File: config.mk
export PLATFORM = sky130hd
export DESIGN_NAME = serial_chunk_adder
export DESIGN_NICKNAME = d
export VERILOG_FILES = /design/src/rtl/serial_chunk_adder.sv
export SDC_FILE = /design/constraint.sdc
export NUM_CORES = 1
export LEC_CHECK = 0
export CAP_MARGIN = 25
export CORE_ASPECT_RATIO = 0.8
export CORE_UTILIZATION = 40
export CTS_CLUSTER_SIZE = 12
export DETAILED_ROUTE_END_ITERATION = 12
export GPL_ROUTABILITY_DRIVEN = 0
export PLACE_DENSITY = 0.77
export REMOVE_ABC_BUFFERS = 1
export SETUP_SLACK_MARGIN = 0.5
export SLEW_MARGIN = 20
export SYNTH_ARGS = -nofsm -noshare
export SYNTH_HDL_FRONTEND = slang
export SYNTH_SLANG_ARGS = --single-unit
File: constraint.sdc
create_clock -name clk -period 2.8 [get_ports clk]
set_clock_uncertainty 0.15 [all_clocks]
set_input_delay 0.56 -clock clk [delete_from_list [all_inputs] [get_ports clk]]
set_output_delay 0.56 -clock clk [all_outputs]
set_load 0.005 [all_outputs]
File: src/rtl/serial_chunk_adder.sv
// Purpose: WIDTH-bit add/subtract done CHUNK bits per cycle, LSB slice first, with a registered carry between slices.
// Latency: out_valid rises N = WIDTH/CHUNK cycles after the accepting edge; one result per N+2 cycles back-to-back.
// Backpressure: the result is held in DONE until out_ready; in_ready is high only in IDLE.
module serial_chunk_adder #(
    parameter int WIDTH = 16,
    parameter int CHUNK = 4
) (
    input  logic             clk,
    input  logic             rst,
    input  logic             in_valid,
    output logic             in_ready,
    input  logic [WIDTH-1:0] a,
    input  logic [WIDTH-1:0] b,
    input  logic             cin,
    input  logic             sub,
    output logic             out_valid,
    input  logic             out_ready,
    output logic [WIDTH-1:0] s,
    output logic             cout,
    output logic             ovf
);

    localparam int N  = WIDTH / CHUNK;
    localparam int CW = (N > 1) ? $clog2(N) : 1;

    typedef enum logic [1:0] {
        IDLE = 2'd0,
        RUN  = 2'd1,
        DONE = 2'd2
    } state_t;

    state_t           state_q, state_d;
    logic [WIDTH-1:0] a_q, a_d;
    logic [WIDTH-1:0] b_q, b_d;      // holds ~b in subtract mode
    logic             carry_q, carry_d;
    logic [CW-1:0]    cnt_q, cnt_d;
    logic [WIDTH-1:0] s_q, s_d;
    logic             cout_q, cout_d;
    logic             ovf_q, ovf_d;

    logic [CHUNK-1:0] a_slice;
    logic [CHUNK-1:0] b_slice;
    logic [CHUNK:0]   slice_sum;

    // Current slice of the captured operands summed with the running carry.
    always_comb begin
        a_slice   = a_q[cnt_q*CHUNK +: CHUNK];
        b_slice   = b_q[cnt_q*CHUNK +: CHUNK];
        slice_sum = {1'b0, a_slice} + {1'b0, b_slice} + {{CHUNK{1'b0}}, carry_q};
    end

    // Next-state logic: capture in IDLE, one slice per cycle in RUN, hold in DONE.
    always_comb begin
        state_d = state_q;
        a_d     = a_q;
        b_d     = b_q;
        carry_d = carry_q;
        cnt_d   = cnt_q;
        s_d     = s_q;
        cout_d  = cout_q;
        ovf_d   = ovf_q;
        case (state_q)
            IDLE: begin
                if (in_valid) begin
                    a_d     = a;
                    b_d     = sub ? ~b : b;
                    // Subtraction is A + ~B + 1, so the +1 rides in as the carry.
                    carry_d = sub ? 1'b1 : cin;
                    cnt_d   = '0;
                    state_d = RUN;
                end
            end
            RUN: begin
                s_d[cnt_q*CHUNK +: CHUNK] = slice_sum[CHUNK-1:0];
                carry_d = slice_sum[CHUNK];
                cnt_d   = cnt_q + CW'(1);
                if (cnt_q == CW'(N - 1)) begin
                    state_d = DONE;
                    cout_d  = slice_sum[CHUNK];
                    // Signed overflow: like-signed operands yielding a result of the other sign.
                    ovf_d   = (a_q[WIDTH-1] == b_q[WIDTH-1]) &&
                              (slice_sum[CHUNK-1] != a_q[WIDTH-1]);
                end
            end
            DONE: begin
                if (out_ready) begin
                    state_d = IDLE;
                end
            end
            default: begin
                state_d = IDLE;
            end
        endcase
    end

    // State and datapath registers; reset aborts any operation in flight.
    always_ff @(posedge clk or posedge rst) begin
        if (rst) begin
            state_q <= IDLE;
            a_q     <= '0;
            b_q     <= '0;
            carry_q <= 1'b0;
            cnt_q   <= '0;
            s_q     <= '0;
            cout_q  <= 1'b0;
            ovf_q   <= 1'b0;
        end else begin
            state_q <= state_d;
            a_q     <= a_d;
            b_q     <= b_d;
            carry_q <= carry_d;
            cnt_q   <= cnt_d;
            s_q     <= s_d;
            cout_q  <= cout_d;
            ovf_q   <= ovf_d;
        end
    end

    // Outputs come straight from state and result registers.
    always_comb begin
        in_ready  = (state_q == IDLE);
        out_valid = (state_q == DONE);
        s         = s_q;
        cout      = cout_q;
        ovf       = ovf_q;
    end

endmodule

==> flow_summary.toml <==
[status]
status = "completed"

[worst_setup_path]
cp_slowest_cell = "mux4_2"
worstPathRequired_ps = 2840
critPathArrivalTime_ps = 2480
worstSetupStartpointType = "flop"
crit_type = "flop to flop"
path_cells = "mux4_2 -> fa_2 -> fa_2 -> a21oi_2 -> nor2_1 -> nor2_1 -> o21ai_0"
rrSetupSlack_ps = 360
slowest_delay_ps = 540
cp_max_fo = 3
endpoint_kind = "flop"

[finish]
stdcell_area_sq_mm = 0.003538
multi_input_area_sq_mm = 0.001260
fillCellCount = 536
synthToLayoutAreaGrowth_pct = 33.27
diodes = 0
layout-drive-gt1-share_pct = 11.69
nets = 357
final_core_util_pct = 55.21
regArea_sq_mm = 0.001378

[global_routing]
grt_usage_pct = 17.32
grt_max_degree = 56
grt_pass1_vias = 1923
grt_pass1_wl_microns = 9190
overflow = 0
antenna_found_initial = 0

[floorplan]
ios = 58
dieArea_sq_mm = 0.006969
die_y_microns = 74.87
start_util_pct = 41.43
die_width_microns = 93.09
design.core.area_sq_mm = 0.006409
fp-row-count = 26

[run]
cap_violations = 0

[clock_network]
clockBufferDepth = 2
path_clk_slew_ps = 90
clk_latency_ps = 310
cts.sinks = 55
cts-hold-fix-buffers = 0
cts_tree = "yes"
cts_htree_levels = 2
numCtsBuffers = 5
cts_root_buf = "clkbuf_8"

[sta]
setup-violations-final = 0
fin_crit_ps = 2437
tns_ps = 0
max_freq_mhz = 410.4
finalCritPeriodShare_pct = 87.02
slew-limit-headroom_pct = 63.33
layout_setup_ws_ps = 363.4
worst_pin_slew_ps = 548.8
final-max-slew-violation-count = 0
hold_violations = 0
rsz0062_at_grt = "true"

[drt]
drc = 0
drt-initial-drc-count = 119
vias = 1972
wirelength_microns = 5392
dr.pass1.iters = 4
via_per_inst = 5.031
wl_per_cell_microns = 13.76
antenna_left = 0

[placed_design]
port_buffers = 57
pre_cts_slack_ps = 160.8
dpl_cell_area_sq_mm = 0.003361
post-dp-hpwl_microns = 3962

[synth]
synth-seq-area-share_pct = 51.84
yosys-top-cells-area = "dfrtp_1 52%, nand2_1 8.1%, mux4_2 6.8%"
synth-edff-count = 0
ys_warn_count = 0
synth_common_cells = "57 x nand2_1, 55 x dfrtp_1, 21 x nor2_1"
synth_flop_cell = "dfrtp_1"
synth_most_common_cell = "nand2_1"
synth_cells = 245
mappedNetlistArea_sq_mm = 0.002655
async_reset_ff_share_pct = 100.0
synth_top_area_share_pct = 51.84
yosysTopAreaCell = "dfrtp_1"
synth_area_per_cell_sq_um = 10.84
synth-seq-cells = 55
synth.distinct_cells = 31

[power_and_ir_drop]
p_leak_nw = 1.553
ir_drop_v = 0.0005665
powerDensity_mw_per_mm2 = 1215

[worst_hold_path]
holdCritPathClass = "flop to flop"
-- report_power, final --
group          switching [mW]  internal (mW)
registers               0.234           1.14
logic                    1.24           1.18
clock network           0.247          0.262
total                    1.72           2.58
-- sequential cells by signal, summed over array words and instances, names as in the netlist --
signal   flops
a_q         16
s           16
cnt_q        2
ovf          1
b_q         16
state_q      2
cout         1
carry_q      1
-- path summary, 6_finish.rpt --
check,from,depth (start not counted),end
max,cnt_q[1],7,cout
min,a_q[13],2,a_q[13]
max reg2reg,cnt_q[1],7,cout
min reg2reg,a_q[13],2,a_q[13]
max in group asynchronous,rst,3,cnt_q[0]
min in group asynchronous,rst,3,a_q[11]
-- worst max-delay path: cells and delay by family, from the launching register on --
family                   cells  cell delay (ps)
multiplexers                 1              540
AND/OR/NAND/NOR              2              190
flip-flops                   1              400
adder cells (fa/ha/maj)      2              810
AO/OA/AOI/OAI                2              240
-- layout by cell type (no fill, tap or decap), drive strengths merged, types with 3 or more instances in the layout --
cell type | Yosys | final
a21oi | 18 | 18
a22o | 16 | 16
buf | 6 | 10
clkbuf | 5 | 6
clkdlybuf4s50 | 0 | 57
dfrtp | 55 | 55
ha | 9 | 9
inv | 5 | 5
mux4 | 8 | 8
nand2 | 58 | 58
nand3 | 3 | 3
nor2 | 21 | 21
o21ai | 5 | 5
xnor2 | 17 | 17
-- repair_timing --
item | 4_1_cts | 5_1_grt
setup buffers | 1 | 2
endpoints found under the setup margin | 15 | 15
resized for setup | 6 | 6
pin swaps | 5 | 3
-- cells by family (layout without fill, tap and decap cells) --
group	Yosys count	in the layout	synth area share (%)
and+or+nand+nor	93	93	15.83
DFF	55	55	51.84
AOI/OAI and AO/OA	44	44	11.12
xor gates and xnor gates	18	18	5.938
buffers and inverters	16	79	2.733
adders and majority gates	11	11	5.749
muxes	8	8	6.786
-- routing by layer --
layer / wire, microns / up-vias / track usage, %
met1: 2527 / 947 / 24.61
met3: 312 / 6 / 4.040
met2: 2497 / 53 / 26.80
li1: - / 966 / -
met4: 55 / 0 / 5.299
met5: 0 / - / 0
-- area by class of cell --
class / instances / area share [%]
well taps: 84 / 2.970
flip-flops and latches: 55 / 38.93
repair buffers: 67 / 19.06
multi-input cells: 174 / 35.61
clock buffers: 6 / 2.051
clock inverters: 1 / 0.8487
inverters: 5 / 0.5304
-- through the flow --
step | total power, mW | hold slack [ps] | instances
2_1_floorplan | 2.716 | 290.3 | 234
3_3_place_gp | 3.415 | 307.4 | 382
3_5_place_dp | 3.493 | 313.3 | 382
4_1_cts | 4.152 | 338.7 | 390
5_1_grt | 4.626 | 351.7 | 392
6_report | 4.300 | 333.6 | 392
(Power assumes the default switching activity.)
